--- config.mk ---
export PLATFORM = sky130hd
export DESIGN_NAME = dpr_loader
export DESIGN_NICKNAME = d
export VERILOG_FILES = /design/src/rtl/ep_pkg.sv /design/src/rtl/dpr_loader.sv
export SDC_FILE = /design/constraint.sdc
export NUM_CORES = 1
export LEC_CHECK = 0
export ABC_AREA = 1
export BUFFER_PORTS_ARGS = -buffer_cell sky130_fd_sc_hd__buf_2
export CORE_ASPECT_RATIO = 0.6
export CORE_UTILIZATION = 30
export CTS_CLUSTER_DIAMETER = 80
export DETAILED_ROUTE_END_ITERATION = 12
export MAX_ROUTING_LAYER = met4
export PLACE_DENSITY = 0.61
export SLEW_MARGIN = 20
export SYNTH_ARGS = -nofsm -noshare
export SYNTH_HDL_FRONTEND = slang
export SYNTH_SLANG_ARGS = --single-unit
--- constraint.sdc ---
create_clock -name clock -period 1.7 [get_ports clock]
set_input_delay 0.085 -clock clock [delete_from_list [all_inputs] [get_ports clock]]
set_output_delay 0.085 -clock clock [all_outputs]
set_load 0.01 [all_outputs]
--- src/rtl/ep_pkg.sv ---
// Shared definitions for the dual-port RAM write-side logic: FSM states and
// the address-width calculation used by both the loader and the RAM wrapper.
package ep_pkg;

    typedef enum logic [1:0] {
        IDLE,
        LOAD,
        CLEAR,
        DONE
    } state_e;

    function automatic int calcAw(input int kb);
        return $clog2(kb * 1024);
    endfunction

endpackage

--- src/rtl/dpr_loader.sv ---
// Write-side feeder for the dual-port RAM: streams bytes in from a base
// address, or fills the whole RAM with a constant, driving the a2/d2/w2 port.
module dpr_loader
    import ep_pkg::*;
#(
    parameter  int KB = 16,
    localparam int AW = calcAw(KB)
) (
    input  logic          clock,
    input  logic          reset,
    input  logic          start,
    input  logic          clear,
    input  logic [AW-1:0] base,
    input  logic [AW:0]   len,
    input  logic [7:0]    fill,
    input  logic          sv,
    input  logic [7:0]    sd,
    output logic          sr,
    output logic [AW-1:0] a2,
    output logic [7:0]    d2,
    output logic          w2,
    output logic          busy,
    output logic          done,
    output logic [7:0]    sum,
    output logic          ovf
);

    localparam logic [AW-1:0] LastAddr = '1;

    state_e        state_q;
    logic [AW-1:0] addr_q;
    logic [AW:0]   rem_q;
    logic [7:0]    sum_q;
    logic          ovf_q;
    logic [7:0]    fill_q;
    logic [AW-1:0] a2_q;
    logic [7:0]    d2_q;
    logic          w2_q;
    logic          done_q;

    logic          accept;
    logic [AW-1:0] addr_d;
    logic [AW:0]   rem_d;
    logic [7:0]    sum_d;

    // Ready depends only on registered state, so sources may drive sv from sr.
    assign sr     = (state_q == LOAD) && (rem_q != '0);
    assign accept = sr && sv;
    assign addr_d = addr_q + 1'b1;
    assign rem_d  = rem_q - 1'b1;
    assign sum_d  = sum_q + sd;

    always_ff @(posedge clock) begin
        if (reset) begin
            state_q <= IDLE;
            addr_q  <= '0;
            rem_q   <= '0;
            sum_q   <= '0;
            ovf_q   <= 1'b0;
            fill_q  <= '0;
            a2_q    <= '0;
            d2_q    <= '0;
            w2_q    <= 1'b0;
            done_q  <= 1'b0;
        end else begin
            w2_q   <= 1'b0;
            done_q <= 1'b0;
            case (state_q)
                IDLE: begin
                    if (clear) begin
                        state_q <= CLEAR;
                        addr_q  <= '0;
                        fill_q  <= fill;
                    end else if (start) begin
                        state_q <= LOAD;
                        addr_q  <= base;
                        rem_q   <= len;
                        sum_q   <= '0;
                        ovf_q   <= 1'b0;
                    end
                end
                LOAD: begin
                    if (rem_q == '0) begin
                        state_q <= DONE;
                        done_q  <= 1'b1;
                    end else if (accept) begin
                        w2_q   <= 1'b1;
                        a2_q   <= addr_q;
                        d2_q   <= sd;
                        addr_q <= addr_d;
                        rem_q  <= rem_d;
                        sum_q  <= sum_d;
                        if (addr_q == LastAddr && rem_q > (AW+1)'(1)) begin
                            ovf_q <= 1'b1;
                        end
                        // The final write and the done pulse land in the same cycle.
                        if (rem_q == (AW+1)'(1)) begin
                            state_q <= DONE;
                            done_q  <= 1'b1;
                        end
                    end
                end
                CLEAR: begin
                    w2_q   <= 1'b1;
                    a2_q   <= addr_q;
                    d2_q   <= fill_q;
                    addr_q <= addr_d;
                    if (addr_q == LastAddr) begin
                        state_q <= DONE;
                        done_q  <= 1'b1;
                    end
                end
                DONE: begin
                    state_q <= IDLE;
                end
                default: begin
                    state_q <= IDLE;
                end
            endcase
        end
    end

    assign a2   = a2_q;
    assign d2   = d2_q;
    assign w2   = w2_q;
    assign done = done_q;
    assign sum  = sum_q;
    assign ovf  = ovf_q;
    assign busy = (state_q == LOAD) || (state_q == CLEAR);

endmodule

Word-level counts from Yosys, hierarchy flattened
Cells that the tools add are included.

Logic and storage cells: 86. Input bits: 50. Bits in registers: 72. Output and inout port bits: 35.

Eq/ne operators: 14. Reductions and logical operators: 16. Add/subtract/negate cells: 3. Magnitude comparators: 1. Mux-type cells: 42.

Operators by type and width (count): 2-to-1 mux 14 bit (6); 2-to-1 mux 15 bit (4); 2-to-1 mux 8 bit (6); case mux 14 bit (3 select lines) (1); case mux 8 bit (2 select lines) (2); case mux 15 bit (2 select lines) (1); case mux 14 bit (2 select lines) (1); == test 15 x 1 -> 1 bit (second input constant) (1); > comparator 15 x 1 -> 1 bit (second input constant) (1); zero test 15 bit (1); nonzero test 15 bit (1); subtractor 15 x 1 -> 15 bit (second input constant) (1); adder 14 x 1 -> 14 bit (second input constant) (1); == test 14 bit (second input constant) (1); 2-to-1 mux 2 bit (6); 2-to-1 mux 1 bit (11); inequality test 2 bit (second input constant) (5); adder 8 bit (1); case mux 2 bit (4 select lines) (1); AND reduction 4 bit (2); case mux 1 bit (2 select lines) (3); AND reduction 6 bit (1); AND reduction 5 bit (1); == test 2 bit (second input constant) (2); 12 further kinds (15).

Depth between registers and ports, before layout
Depth after elaboration: 6. Gate-level depth with buffers: 12. Mapped depth without buffers: 11.

Worst setup path after synthesis
OpenSTA, ideal clock, no wires.

Path kind: register -> register. From: reg state_q[0]. To: reg state_q[0]. Required time: 1636 ps. Stages on the path, launching flop included: 10. Library setup time: 64 ps. Period minus slack after synthesis: 1672 ps. Setup slack: 28 ps. Arrival: 1608 ps. Buffers on the path: 1. Cells stage by stage: dfxtp_1 inv_1 ha_1 clkbuf_1 inv_2 o21ai_0 inv_1 nand4_1 nand2_1 nor2_1.

Longest elaborated chain between the ends: 5. Elaborated cells between the ends (all ways): 12. Those cells by class: eq/ne (7); mux (1); reduce/logical (4).

RTL lines: from (decl) (RTL line dpr_loader.sv:30) `state_e state_q;`; from (signal assigned) (RTL line dpr_loader.sv:55) `state_q <= IDLE;`; from (signal assigned) (RTL line dpr_loader.sv:71) `state_q <= CLEAR;`; from (signal assigned) (RTL line dpr_loader.sv:75) `state_q <= LOAD;`; == test 2 x 1 -> 1 bit (RTL line dpr_loader.sv:47, dpr_loader.sv:68); logical AND 1 bit (RTL line dpr_loader.sv:47) `assign sr = (state_q == LOAD) && (rem_q != '0);`; logical AND 1 bit (RTL line dpr_loader.sv:48) `assign accept = sr && sv;`; inequality test 3 x 2 -> 1 bit (no line); AND reduction 4 bit (no line).

Parallel ways exist; a longest one is shown, timed or not. A chain may end at the register's enable or synchronous reset.

Worst setup path after layout
From: reg rem_q[0]. To: reg d2_q[2] (netlist: d2[2]).

Longest elaborated chain between the ends: 5. Elaborated cells between the ends (all ways): 7. Those cells by class: eq/ne (2); reduce/logical (5).

RTL lines: from (decl) (RTL line dpr_loader.sv:32) `logic [AW:0] rem_q;`; from (signal assigned) (RTL line dpr_loader.sv:77) `rem_q <= len;`; from (signal assigned) (RTL line dpr_loader.sv:91) `rem_q <= rem_d;`; nonzero test 15 bit (RTL line dpr_loader.sv:47); logical AND 1 bit (RTL line dpr_loader.sv:47); logical AND 1 bit (RTL line dpr_loader.sv:48); inequality test 2 bit (no line); AND reduction 3 bit (no line) (*); to (signal assigned) (RTL line dpr_loader.sv:106) `d2_q <= fill_q;`; to (decl) (RTL line dpr_loader.sv:37) `logic [7:0] d2_q;`.

Every way passes the cells marked *; elsewhere a longest branch is shown, timed or not.

==> impl_metrics.csv <==
group,metric,value,unit
global_route,grt_pass1_vias,3888,
global_route,grt_pass1_wl,20700,microns
die,die_area,14600,sq um
detailed_routing,routedWlPerCell,13.2,microns
pwr,sequentialPowerShare,23.9,%
logic_synthesis,ys_types,37,
sta,final_hold_viol_count,0,
sta,max_freq,0.612,GHz
cts,root_buffer,"clkbuf_16",
outcome,status,"complete, no violations",
critical_path,critPathLaunchType,"flip-flop",
job,drv_cap,0,
cts,cts_max_path_buffers,2,
detailed_routing,first_iter_violations,277,
die,dieHeight,94.1,microns
placed_design,dp_cells,968,
logic_synthesis,yosys.area_share.simple,37.9,%
cts,path_clk_slew,60,ps
sta,post-route-min-period,1630,ps
logic_synthesis,avgSynthCellArea,6.39,sq um
logic_synthesis,yosysMostFrequentCell,"nand2_1",
sta,period_share,96.1,%
sta,worst_slack,66.5,ps
pwr,p_per_area,2060,nW/um^2
global_route,grt_max_degree,29,
logic_synthesis,syn_area,4240,sq um
detailed_routing,drcViolationCount,0,
cts,cts_sinks,72,
critical_path,path_class,"flip-flop to flip-flop",
pwr,leakage,2.73,nW
pwr,comb_power_share,61.5,%
cts,insertion_delay,330,ps
sta,max_slew.worst_pin.slew,301,ps
finish,area_growth,33.6,%
cts,h-tree-depth,3,
global_route,grt_overflow,0,
logic_synthesis,synth-compound-area-share,14.5,%
sta,final_max_slew_viol_count,0,
logic_synthesis,synth_xor_area_share,0.619,%
placed_design,dp_slack,-72.9,ps
logic_synthesis,synthAdderAreaFrac,4.90,%
sta,skew,6.67,ps
logic_synthesis,synth_top_cell_by_area,"dfxtp_1",
critical_path,worstPathRequired,1930,ps
finish,antenna_cells,0,
logic_synthesis,yosysTopAreaCellShare,34.0,%
detailed_routing,num_vias,4497,
logic_synthesis,ys_seq_area_share,34.0,%
placed_design,dp_hpwl,9610,microns
sta,relSlewSlack,79.9,%
pwr,p_int,6.22,mW
logic_synthesis,synth_enable_flop_cells,0,
logic_synthesis,synth_nets,730,
global_route,grt_usage,18.9,%
sta,setup_viol,0,
critical_path,endpoint_kind,"flip-flop",
die,core_area,13700,sq um
pwr,power_switching,5.44,mW
logic_synthesis,synth_cells,664,
die,die_w,156,microns
detailed_routing,firstDrtPassIters,5,
finish,num-nets-final,861,
pwr,clockPowerShare,14.6,%
global_route,antenna_found_initial,0,
cts,cts_tree,"yes",
finish,stdcell_count,990,
logic_synthesis,synth.area.top_cells,"dfxtp_1, nand2_1, nor2_1",
hold_path,hold_class,"primary input to flip-flop",
detailed_routing,via_per_inst,4.54,
logic_synthesis,yosys_warnings,0,
logic_synthesis,synthMuxAreaShare,0,%
logic_synthesis,synth_top_family_by_area,"simple AND/OR/NAND/NOR gates",
finish,drive_gt1_share,26.1,%
logic_synthesis,synth_seq_cells,72,
placed_design,port_buffers,84,
die,ios,85,
die,initial_core_util,30.9,%
sta,rsz0062_at_grt,"yes",
logic_synthesis,synth_commonest_cells,"nand2_1, nor2_1, dfxtp_1",
critical_path,critPathMaxFanout,13,
pwr,switching_share,46.6,%
die,rows,33,
detailed_routing,ant_nets,0,
pwr,ir_drop,723,uV
detailed_routing,drt-total-wl,13100,microns
cts,cts_buffers,9,
logic_synthesis,synth_top_flop_cell,"dfxtp_1",
critical_path,crit_arrival,1860,ps
placed_design,gp_congestion,0.891,
logic_synthesis,async_flop_share,0,%
cts,cts_hold_buf,0,
power by group through the flow:
| stage | combinational (mW) | sequential [mW] | clock (mW) |
|---|---|---|---|
| after floorplan | 4.22 | 2.86 | 0 |
| final | 7.17 | 2.78 | 1.71 |
| after detailed placement | 6.46 | 2.77 | 0 |
| after CTS | 6.54 | 2.74 | 1.74 |
| after global placement | 6.42 | 2.77 | 0 |
| after global routing | 8.03 | 2.87 | 1.82 |
sequential cells by signal (all words and copies together), names as in the netlist:
register / flops
rem_q: 15
a2: 14
addr_q: 14
d2: 8
fill_q: 8
sum: 8
state_q: 2
done: 1
ovf: 1
w2: 1
routing by layer:
| metal | share of wire [%] | GRT usage, % |
|---|---|---|
| met1 | 56 | 29.0 |
| met2 | 38 | 24.5 |
| met3 | 5.5 | 3.92 |
| met4 | 0.70 | 4.00 |
| met5 | 0 | - |
worst max-delay path, stage by stage (launching register included):
cell     delay (ps)
dfxtp_1         330
inv_1            60
ha_1            200
nand2_2         100
nor2_4           50
nand2_4         100
nand3_4         110
nand2_8         130
nand2_8         100
buf_4           170
o21ai_0         140
nor2_1           50
stage by stage:
stage	hold WS (ps)	utilization (%)	cell area (sq um)	total power, mW	setup TNS (ps)
after global placement	361	37.8	5170	9.19	-48.6
after floorplan	252	-	4240	7.08	0
after global routing	30.8	41.3	5670	12.7	-73.1
after detailed placement	368	37.8	5170	9.24	-805
final	22.8	41.3	5670	11.7	0
after CTS	20.9	39.7	5440	11.0	0
logic make-up (layout without fill, tap and decap cells):
family | after synthesis | count (layout)
and+or+nand+nor | 387 | 387
AOI/OAI and AO/OA | 112 | 112
adders and majority gates | 16 | 16
xor gates and xnor gates | 3 | 3
buffers and inverters | 74 | 208
DFF | 72 | 72
what timing repair did:
| action | in CTS | in global routing |
|---|---|---|
| pin swaps | 0 | 12 |
| endpoints found under the setup margin | 39 | 59 |
| setup buffers | 0 | 7 |
| gates resized for setup | 4 | 57 |
| gates cloned | 0 | 1 |
cells in the final DEF, fill, tap and decap left out, types with 6 or more instances in the layout:
master	count
a21oi_1	35
buf_2	84
buf_4	54
clkbuf_16	10
dfxtp_1	66
dfxtp_2	6
ha_1	11
inv_1	45
nand2_1	183
nand2_2	8
nand3_1	27
nand4_1	6
nor2_1	133
nor2_2	10
nor2_4	7
o21ai_0	44
o21ai_1	19
final timing paths:
check | startpoint | endpoint | slack, ps | cells after the start
setup / recovery | rem_q[0] | d2[2] | 70 | 11
hold / removal | fill[0] | fill_q[0] | 20 | 3
setup reg to reg | rem_q[0] | d2[2] | 70 | 11
hold reg to reg | ovf | ovf | 470 | 2
layout make-up:
cell class	instances	area [sq um]
Multi-Input combinational cell	518	2600
Tap cell	192	240
Inverter	50	193
Timing Repair Buffer	144	933
Sequential cell	72	1450
Clock inverter	3	21.3
Fill cell	1513	8040
Clock buffer	11	233
(Power assumes the default switching activity.)
